### src/rtl/ring_pkg.sv
// Shared constants and FSM state encoding for the ring amplitude producer.
// Widths match the fracture detector's ph_ring input.
package ring_pkg;

   localparam int RING_DW = 16;
   localparam int RING_CW = 16;

   localparam logic [1:0] ST_IDLE  = 2'd0;
   localparam logic [1:0] ST_BLANK = 2'd1;
   localparam logic [1:0] ST_MEAS  = 2'd2;
   localparam logic [1:0] ST_DONE  = 2'd3;

   typedef enum logic [1:0] {
      IDLE  = ST_IDLE,
      BLANK = ST_BLANK,
      MEAS  = ST_MEAS,
      DONE  = ST_DONE
   } state_t;

endpackage

### src/rtl/ring_meas_if.sv
// ADC sample / trigger / config inputs and ring result outputs.
// master drives samples and config, slave is the measurement block.
interface ring_meas_if
   import ring_pkg::*;
#(
   parameter int DW = RING_DW,
   parameter int CW = RING_CW
) ();

   logic [DW-1:0] adc_data;
   logic          adc_vld;
   logic          trig;
   logic [CW-1:0] cfg_blank;
   logic [CW-1:0] cfg_win;
   logic [DW-1:0] ph_ring;
   logic          ph_vld;
   logic          stu_busy;

   modport master (
      output adc_data, adc_vld, trig, cfg_blank, cfg_win,
      input  ph_ring, ph_vld, stu_busy
   );

   modport slave (
      input  adc_data, adc_vld, trig, cfg_blank, cfg_win,
      output ph_ring, ph_vld, stu_busy
   );

endinterface

### src/rtl/ring_track.sv
// Per-sample waveform tracker: signed max/min, or abs peak with RING_ABS_EN.
// ring_o reflects the values after this cycle's update, so the last sample counts.
module ring_track #(
   parameter int DW = 16
) (
   input  logic          clk,
   input  logic          rst_n,
   input  logic          clr_i,
   input  logic          load_i,
   input  logic          upd_i,
   input  logic [DW-1:0] sample_i,
   output logic [DW-1:0] ring_o
);

`ifdef RING_ABS_EN

   localparam logic [DW-1:0] ONE = DW'(1);

   logic [DW-1:0] mag;
   logic [DW-1:0] amax_q, amax_d;

   // |-2^(DW-1)| wraps to 2^(DW-1), which is correct read as unsigned
   assign mag = sample_i[DW-1] ? (~sample_i + ONE) : sample_i;

   // Next absolute peak: clear per shot, load on first sample, then grow
   always_comb begin
      amax_d = amax_q;
      if (clr_i)
         amax_d = '0;
      else if (load_i)
         amax_d = mag;
      else if (upd_i && (mag > amax_q))
         amax_d = mag;
   end

   // Peak register
   always_ff @(posedge clk or negedge rst_n) begin
      if (!rst_n)
         amax_q <= '0;
      else
         amax_q <= amax_d;
   end

   assign ring_o = amax_d;

`else

   logic signed [DW-1:0] s;
   logic signed [DW-1:0] max_q, max_d;
   logic signed [DW-1:0] min_q, min_d;

   assign s = $signed(sample_i);

   // Next signed extremes: clear per shot, load on first sample, then widen
   always_comb begin
      max_d = max_q;
      min_d = min_q;
      if (clr_i) begin
         max_d = '0;
         min_d = '0;
      end else if (load_i) begin
         max_d = s;
         min_d = s;
      end else if (upd_i) begin
         if (s > max_q) max_d = s;
         if (s < min_q) min_d = s;
      end
   end

   // Extreme registers
   always_ff @(posedge clk or negedge rst_n) begin
      if (!rst_n) begin
         max_q <= '0;
         min_q <= '0;
      end else begin
         max_q <= max_d;
         min_q <= min_d;
      end
   end

   // max >= min, so the true difference is 0..2^DW-1 and the low DW bits are exact
   assign ring_o = max_d - min_d;

`endif

endmodule

### src/rtl/ring_meas.sv
// Ring-down amplitude measurement: trig -> blank -> window -> one ph_vld strobe.
// RING_ABS_EN selects absolute-peak instead of peak-to-peak amplitude.
module ring_meas
   import ring_pkg::*;
#(
   parameter int DW = RING_DW,
   parameter int CW = RING_CW
) (
   input  logic        clk_sys,
   input  logic        rst_n,
   ring_meas_if.slave  bus
);

   localparam logic [CW-1:0] CNT_ONE = CW'(1);

   state_t        state_q, state_d;
   logic [CW-1:0] cnt_q, cnt_d, cnt_inc;
   logic [CW-1:0] blank_q, blank_d;
   logic [CW-1:0] win_q, win_d;
   logic [DW-1:0] ring_q, ring_d;
   logic          vld_q, vld_d;
   logic          busy_q, busy_d;
   logic          trk_clr, trk_load, trk_upd;
   logic [DW-1:0] trk_ring;

   assign cnt_inc = cnt_q + CNT_ONE;

   ring_track #(
      .DW (DW)
   ) u_track (
      .clk      (clk_sys),
      .rst_n    (rst_n),
      .clr_i    (trk_clr),
      .load_i   (trk_load),
      .upd_i    (trk_upd),
      .sample_i (bus.adc_data),
      .ring_o   (trk_ring)
   );

   // Shot sequencing, counters, config latches and next output values
   always_comb begin
      state_d  = state_q;
      cnt_d    = cnt_q;
      blank_d  = blank_q;
      win_d    = win_q;
      ring_d   = ring_q;
      vld_d    = 1'b0;
      busy_d   = busy_q;
      trk_clr  = 1'b0;
      trk_load = 1'b0;
      trk_upd  = 1'b0;
      unique case (state_q)
         IDLE: begin
            if (bus.trig) begin
               blank_d = bus.cfg_blank;
               win_d   = bus.cfg_win;
               cnt_d   = '0;
               busy_d  = 1'b1;
               trk_clr = 1'b1;
               if (bus.cfg_blank != '0) begin
                  state_d = BLANK;
               end else if (bus.cfg_win != '0) begin
                  state_d = MEAS;
               end else begin
                  state_d = DONE;
                  vld_d   = 1'b1;
                  ring_d  = '0;
               end
            end
         end
         BLANK: begin
            if (bus.adc_vld) begin
               if (cnt_inc == blank_q) begin
                  cnt_d = '0;
                  if (win_q != '0) begin
                     state_d = MEAS;
                  end else begin
                     state_d = DONE;
                     vld_d   = 1'b1;
                     ring_d  = '0;
                  end
               end else begin
                  cnt_d = cnt_inc;
               end
            end
         end
         MEAS: begin
            if (bus.adc_vld) begin
               trk_load = (cnt_q == '0);
               trk_upd  = (cnt_q != '0);
               if (cnt_inc == win_q) begin
                  cnt_d   = '0;
                  state_d = DONE;
                  vld_d   = 1'b1;
                  ring_d  = trk_ring;
               end else begin
                  cnt_d = cnt_inc;
               end
            end
         end
         DONE: begin
            state_d = IDLE;
            busy_d  = 1'b0;
         end
         default: begin
            state_d = IDLE;
            busy_d  = 1'b0;
         end
      endcase
   end

   // FSM and registered outputs
   always_ff @(posedge clk_sys or negedge rst_n) begin
      if (!rst_n) begin
         state_q <= IDLE;
         cnt_q   <= '0;
         blank_q <= '0;
         win_q   <= '0;
         ring_q  <= '0;
         vld_q   <= 1'b0;
         busy_q  <= 1'b0;
      end else begin
         state_q <= state_d;
         cnt_q   <= cnt_d;
         blank_q <= blank_d;
         win_q   <= win_d;
         ring_q  <= ring_d;
         vld_q   <= vld_d;
         busy_q  <= busy_d;
      end
   end

   assign bus.ph_ring  = ring_q;
   assign bus.ph_vld   = vld_q;
   assign bus.stu_busy = busy_q;

endmodule

### src/flat_wrapper.sv
// flat-port wrapper written by rule: the top's interface ports become plain ports
module ring_meas_flat import ring_pkg::*;
#(
   parameter int DW = RING_DW,
   parameter int CW = RING_CW
)
  (clk_sys, rst_n, bus_adc_data, bus_adc_vld, bus_trig, bus_cfg_blank, bus_cfg_win, bus_ph_ring, bus_ph_vld, bus_stu_busy);
  ring_meas_if #(.DW(DW), .CW(CW)) bus_i ();
  input  logic clk_sys;
  input  logic rst_n;
  input wire logic [$bits(bus_i.adc_data)-1:0] bus_adc_data;
  input wire logic [$bits(bus_i.adc_vld)-1:0] bus_adc_vld;
  input wire logic [$bits(bus_i.trig)-1:0] bus_trig;
  input wire logic [$bits(bus_i.cfg_blank)-1:0] bus_cfg_blank;
  input wire logic [$bits(bus_i.cfg_win)-1:0] bus_cfg_win;
  output wire logic [$bits(bus_i.ph_ring)-1:0] bus_ph_ring;
  output wire logic [$bits(bus_i.ph_vld)-1:0] bus_ph_vld;
  output wire logic [$bits(bus_i.stu_busy)-1:0] bus_stu_busy;
  assign bus_i.adc_data = bus_adc_data;
  assign bus_i.adc_vld = bus_adc_vld;
  assign bus_i.trig = bus_trig;
  assign bus_i.cfg_blank = bus_cfg_blank;
  assign bus_i.cfg_win = bus_cfg_win;
  assign bus_ph_ring = bus_i.ph_ring;
  assign bus_ph_vld = bus_i.ph_vld;
  assign bus_stu_busy = bus_i.stu_busy;
  ring_meas #(.DW(DW), .CW(CW)) u_core (.clk_sys(clk_sys), .rst_n(rst_n), .bus(bus_i));
endmodule
### config.mk
export PLATFORM = sky130hd
export DESIGN_NAME = ring_meas_flat
export DESIGN_NICKNAME = d
export VERILOG_FILES = /design/src/rtl/ring_pkg.sv /design/src/rtl/ring_meas_if.sv /design/src/rtl/ring_track.sv /design/src/rtl/ring_meas.sv /design/src/flat_wrapper.sv
export SDC_FILE = /design/constraint.sdc
export NUM_CORES = 1
export LEC_CHECK = 0
export ABC_AREA = 1
export CAP_MARGIN = 40
export CORE_MARGIN = 2
export CORE_UTILIZATION = 40
export CTS_CLUSTER_DIAMETER = 150
export CTS_CLUSTER_SIZE = 24
export DETAILED_ROUTE_END_ITERATION = 10
export SKIP_CTS_REPAIR_TIMING = 1
export SYNTH_ARGS = -nofsm -noshare
export SYNTH_HDL_FRONTEND = slang
export SYNTH_SLANG_ARGS = --single-unit
export TNS_END_PERCENT = 30
### constraint.sdc
create_clock -name clk_sys -period 9.05 [get_ports clk_sys]
set_clock_uncertainty 0.2 [all_clocks]
set_input_delay 1.81 -clock clk_sys [delete_from_list [all_inputs] [get_ports clk_sys]]
set_output_delay 1.81 -clock clk_sys [all_outputs]
set_load 0.02 [all_outputs]
==> impl_metrics.tcl <==
set metrics [dict create \
    status "finished, final reports clean" \
    setup-violations-final 0 \
    crit_path_max_incr_delay_ps 550 \
    synth_top_area_share_pct 37.7 \
    finalWirelength_um 17600 \
    dieArea_um2 17600 \
    drtIter0Drc 407 \
    synth_cell_types 42 \
    cp_top_family "simple AND/OR/NAND/NOR gates" \
    cp-start-kind "input pin" \
    async_flop_share_pct 100 \
    vias 5844 \
    maxCapViolations 0 \
    postPlaceCellArea_um2 7540 \
    tritoncts "built" \
    vias_per_cell 4.97 \
    rows 47 \
    synth_common_cells "nand2_1 (204), inv_1 (134), dfrtp_1 (100)" \
    multi_input_area_um2 3520 \
    cellLeakagePower_nw 3.81 \
    post_drt_wl_per_cell_um 14.9 \
    fin_nets 1055 \
    synth.most_common_cell "nand2_1" \
    synth-seq-cells 100 \
    fp.dieW_um 133 \
    core_area_um2 16400 \
    grt_pass1_wl_um 28500 \
    drt.antenna.violating_nets 0 \
    ys_warn_count 0 \
    final_area_um2 7820 \
    pwr_density_cell_nw_per_um2 342 \
    htreeDepth 3 \
    cts-buffers-inserted 9 \
    hp-class "reg -> reg" \
    clock_latency_ps 350 \
    ios 70 \
    crit_top_cell "nand2_1" \
    finalMaxSlewViolations 0 \
    r2r-start "u_core.u_track.min_q[11]" \
    clk_path_buf_depth 2 \
    num-fill-cells 1619 \
    dieHeight_um 133 \
    cp_slowest_cell "inv_1" \
    drtPass1Iterations 7 \
    cts_root_buf "clkbuf_16" \
    syn_to_final_growth_pct 17.8 \
    rsz0062_at_grt "no" \
    fin_crit_ps 6600 \
    gr-total-overflow 0 \
    grt_max_degree 61 \
    port_buffers 69 \
    start_util_pct 40.5 \
    critPathCaptureType "flip-flop" \
    cp_num_buf_inv 3 \
    routabilityCongestion 0.853 \
    synthTopCellsByArea "dfrtp_1 (38%), nand2_1 (12%), ha_1 (9.8%), inv_1 (7.6%), o21ai_0 (5.3%)" \
    max_freq_mhz 152 \
    required_ps 9110 \
    post-dp-hpwl_um 13400 \
    synth_area_per_cell_um2 7.48 \
    startpoint "bus_adc_data[11]" \
    track_usage_pct 20.2 \
    worstHoldStart "u_core.bus.ph_ring[6]" \
    setup_tns_ps 0 \
    synth_ff_type "dfrtp_1" \
    netlist_instances 888 \
    seq_area_frac_synth_pct 37.7 \
    cp_max_fo 17 \
    diodes 0 \
    clk_pin_slew_ps 70 \
    grt_pass1_vias 5528 \
    cp.arrival_ps 6660 \
    synth_top_cell_by_area "dfrtp_1" \
    regArea_um2 2500 \
    drcViolationCount 0 \
    slew_headroom_pct 47.9 \
    synth_edf_count 0 \
    fin_crit_sh_pct 72.9 \
    final_layout_size_suffix_gt1_share_pct 4.50 \
    vdd_ir_drop_max_v 0.000142 \
    worstMarginPinSlew_ps 781 \
    cts.sinks 100 \
    finalHoldViolCount 0 \
    syn_nets 993 \
    antenna_found_initial 0 \
    path_class "in -> reg" \
    netlist_area_um2 6640 \
]
==> cells in the final DEF (no fill, tap or decap), types with 2 or more instances in the layout <==
master,count
a211oi_1,2
a21oi_1,48
buf_4,5
clkbuf_16,9
clkdlybuf4s50_1,68
clkinv_2,2
dfrtp_1,100
ha_1,52
inv_1,134
inv_2,2
nand2_1,204
nand2_2,3
nand3_1,48
nand3b_1,4
nand4_1,29
nor2_1,66
nor2_4,3
nor3_1,28
nor3b_1,2
nor4_1,9
o211ai_1,3
o21a_1,2
o21ai_0,70
o22ai_1,3
o31ai_1,4
or2_2,7
xnor2_1,6
xor2_1,23
==> final cells by class <==
class                      instances  share of cell area [%]
multi-input combinational        629                    45.0
tap                              220                    3.52
inverter                         136                    6.53
clock buffer                      11                    3.10
timing repair buffer              74                    9.44
sequential                       100                    32.0
clock inverter                     5                   0.448
==> worst register-to-register path, delay by kind of cell (launching register included) <==
kind	cells	cell delay [ps]
and+or+nand+nor	16	1730
AOI/OAI and AO/OA	6	1010
buffers and inverters	3	740
adders and majority gates	2	740
DFF	1	350
xor gates and xnor gates	1	90
==> cells by family after synthesis <==
logic type	Yosys count	synth area share, %
compound gates	136	10.9
xor+xnor	30	4.07
fa+ha+maj	53	10.1
buf+inv	159	9.35
flops	100	37.7
simple gates	410	27.9
==> state kept, by name, summed over array words and instances, names as in the netlist <==
name	count
u_core.cnt_q	16
u_core.bus.ph_ring	16
u_core.state_q	2
u_core.win_q	16
u_core.blank_q	16
u_core.u_track.max_q	16
u_core.u_track.min_q	16
u_core.bus.stu_busy	1
u_core.bus.ph_vld	1
==> worst paths after layout <==
check / slack (ps) / end / cells after the start
worst min-delay path: 290 / u_core.bus.ph_ring[6] / 2
worst max-delay path: 2450 / u_core.bus.ph_ring[10] / 28
max in group asynchronous: 6430 / u_core.cnt_q[0] / 3
worst max register to register: 4100 / u_core.bus.ph_ring[10] / 28
worst min register to register: 290 / u_core.bus.ph_ring[6] / 2
min in group asynchronous: 1160 / u_core.blank_q[15] / 1
==> power breakdown <==
group	internal (mW)	total [mW]	leakage (nW)	switching (mW)
registers	0.608	0.705	1.30	0.0972
logic	0.589	1.60	2.38	1.01
clock network	0.195	0.375	0.136	0.180
total	1.39	2.68	3.81	1.29
==> stage by stage <==
stage	utilization [%]	hold slack (ps)	power, mW	setup WS, ps	std cells
after floorplan	-	253	1.86	3560	888
after global routing	47.7	317	2.93	2030	1175
after CTS	47.7	291	2.68	2500	1175
after global placement	45.8	268	2.28	2300	1157
final	47.7	287	2.68	2450	1175
after detailed placement	46.0	270	2.29	2150	1159
==> layer usage <==
| layer | wire length [um] | track usage [%] |
|---|---|---|
| met1 | 9540 | 31.8 |
| met2 | 7240 | 29.4 |
| met3 | 605 | 2.84 |
| met4 | 178 | 4.30 |
| met5 | 0 | 0 |
Note: power is estimated with default switching activity, not from simulation.
==> RTL edit (same flow settings) <==
Build with the macro `RING_ABS_EN` defined.
--- a/src/rtl/ring_track.sv
+++ b/src/rtl/ring_track.sv
@@ -1,5 +1,7 @@
 // Per-sample waveform tracker: signed max/min, or abs peak with RING_ABS_EN.
 // ring_o reflects the values after this cycle's update, so the last sample counts.
+`define RING_ABS_EN
+
 module ring_track #(
    parameter int DW = 16
 ) (
Formal check against the unedited RTL: not equivalent (a bounded check fails within 4 cycles, from zero or initial values and one cycle with rst_n low).
==> RTL edit against the original RTL <==
  * Final cell count down 8.8%
  * Final area down 12%
  * Combinational power down 47%
  * Synthesized cell count down 7.5%
  * Setup slack better by 920 ps
  * Global-route usage up 3.2 points
  * Critical endpoint is now u_core.bus.ph_ring[13]
  * Register-to-register slack better by 1700 ps
  * Power down 32%
  * Count of clock-buffer cells in the layout up 2
  * Area after synthesis down 14%
  * Routed wire length down 4.8%
  * Sequential cell count down 16
==> RTL edit: results (changes against the original RTL) <==
| Metric | Value |
|---|---|
| Status | `completed` |
| First-pass GRT wire length | `27.0 mm (-5.2%)` |
| Initial DRC Count | `381 (-6.4%)` |
| TritonRoute pass-1 iters | `6 (-1)` |
| Total global-route track usage | `23.5% (+3.2 points)` |
| Clk_lat worst skew | `350 ps (about the same)` |
| Avg WL per Cell | `15.6 µm (+4.3%)` |
| Vias in the first global route | `5327 (-3.6%)` |
| Port bufs | `69 (unchanged)` |
| Area leader, netlist | `dfrtp_1` |
| Critical Path AT | `5760 ps (-900 ps)` |
| Leading cell types by count after synthesis | `232 x nand2_1, 133 x inv_1, 100 x nand3_1` |
| Clock transition at the registers of the reported paths | `60 ps` |
| Unique masters post-synth | `37 (-12%)` |
| Worst-margin pin slew | `741 ps (-39.3 ps)` |
| CP Max Fanout | `17 (unchanged)` |
| Routability cong. | `0.918 (+7.7%)` |
| CTS Buf Count | `9 (unchanged)` |
| Net Count, Synth | `896 (-9.8%)` |
| Antenna Cells | `0 (unchanged)` |
| Largest net degree at the start of global routing | `49 (-20%)` |
| Worst Hold Class | `register to register` |
| Sequential share of the synthesized area | `36.9% (-0.80 points)` |
| Peak supply drop | `0.126 mV (-11%)` |
| Fin nets | `962 (-8.8%)` |
| Clk buf depth | `2 (unchanged)` |
| Initial antenna violation count | `0 (unchanged)` |
| Share of cells above drive strength 1 | `5.83% (+1.3 points)` |
| H-tree depth | `3 (unchanged)` |
| Pre-CTS setup slack | `3070 ps (+913 ps)` |
| Vias | `5423 (-7.2%)` |
| Placed Instance Area | `0.00656 mm² (-13%)` |
| Syn. warnings | `0 (unchanged)` |
| Clock Tree Root | `clkbuf_16` |
| Leak | `3.56 nW (-6.7%)` |
| Ranking of synthesized cells by area | `dfrtp_1 37%, nand2_1 15%, nand3_1 8.8%` |
| Post-synth ARST share | `100% (unchanged)` |
| HPWL Detailed | `12.9 mm (-4.4%)` |
-- RTL edit: cell types whose count changed in the layout (fill, tap and decap cells not counted), sizes merged, moves of 6 or more --
cell | before | now
nand4 | 30 | 23
nand3b | 4 | 13
nor4 | 9 | 3
nor3 | 29 | 8
o21ai | 70 | 49
xor2 | 24 | 13
a21oi | 48 | 12
dfrtp | 100 | 84
ha | 52 | 23
nand2 | 207 | 242
nand3 | 50 | 100
-- RTL edit: worst max-delay path: stages --
cell             delay, ps
clkdlybuf4s50_1        390
inv_1                  140
ha_1                   190
nand3_1                100
nor3_1                 240
nand3_1                140
xor2_1                 150
nand2_1                 60
o21ai_0                150
inv_1                   80
ha_1                   300
nand4_1                100
nor3_1                 240
a21oi_1                110
nand2_1                420
nand2_1                530
nand2_1                190
nand3_1                130
nor2_1                 120
nand3_1                 90
nand2_1                 80
-- RTL edit: final cells by class --
cell class              count  area, µm²
fillers                  1461       7020
multi-input cells         583       3000
flip-flops and latches     84       2100
repair buffers             74        726
inverters                 135        507
clock buffers              13        260
well taps                 180        225
clock inverters             3       43.8
-- RTL edit: logic make-up (layout without fill, tap and decap cells) --
group / count (synthesis) / count (layout) / synth area share (%)
AND/OR/NAND/NOR: 469 / 469 / 37.4
flip-flops: 84 / 84 / 36.9
buffers and inverters: 154 / 225 / 10.5
AO/OA/AOI/OAI: 74 / 74 / 7.07
XOR/XNOR: 17 / 17 / 3.10
adder cells (fa/ha/maj): 23 / 23 / 5.05
-- RTL edit: path summary, 6_finish.rpt --
path | slack [ps] | cells past startpoint | from | to
min | 280 | 2 | u_core.bus.ph_ring[1] | u_core.bus.ph_ring[1]
max reg2reg | 5800 | 11 | u_core.cnt_q[0] | u_core.bus.ph_ring[13]
min reg2reg | 280 | 2 | u_core.bus.ph_ring[1] | u_core.bus.ph_ring[1]
max | 3370 | 21 | bus_adc_data[0] | u_core.bus.ph_ring[13]
max in group asynchronous | 6410 | 2 | rst_n | u_core.win_q[9]
min in group asynchronous | 1250 | 1 | rst_n | u_core.win_q[4]
-- RTL edit: per-layer routing --
metal | wire, µm | vias to the layer above | global-route usage, %
met1 | 7560 | 2501 | 30.4
li1 | - | 2750 | -
met2 | 7910 | 143 | 38.2
met4 | 448 | 0 | 8.59
met3 | 800 | 29 | 5.49
met5 | 0 | - | 0
-- RTL edit: per-stage QoR --
stage | std cells | hold WS, ps
3_5_place_dp | 1056 | 266
5_1_grt | 1072 | 314
6_report | 1072 | 280
2_1_floorplan | 821 | 266
4_1_cts | 1072 | 283
3_3_place_gp | 1056 | 270
-- RTL edit: report_power, final --
group	switching [W]	total (W)	internal (W)
combinational	0.000538	0.000848	0.000310
sequential	0.0000958	0.000593	0.000497
clock	0.000156	0.000386	0.000230
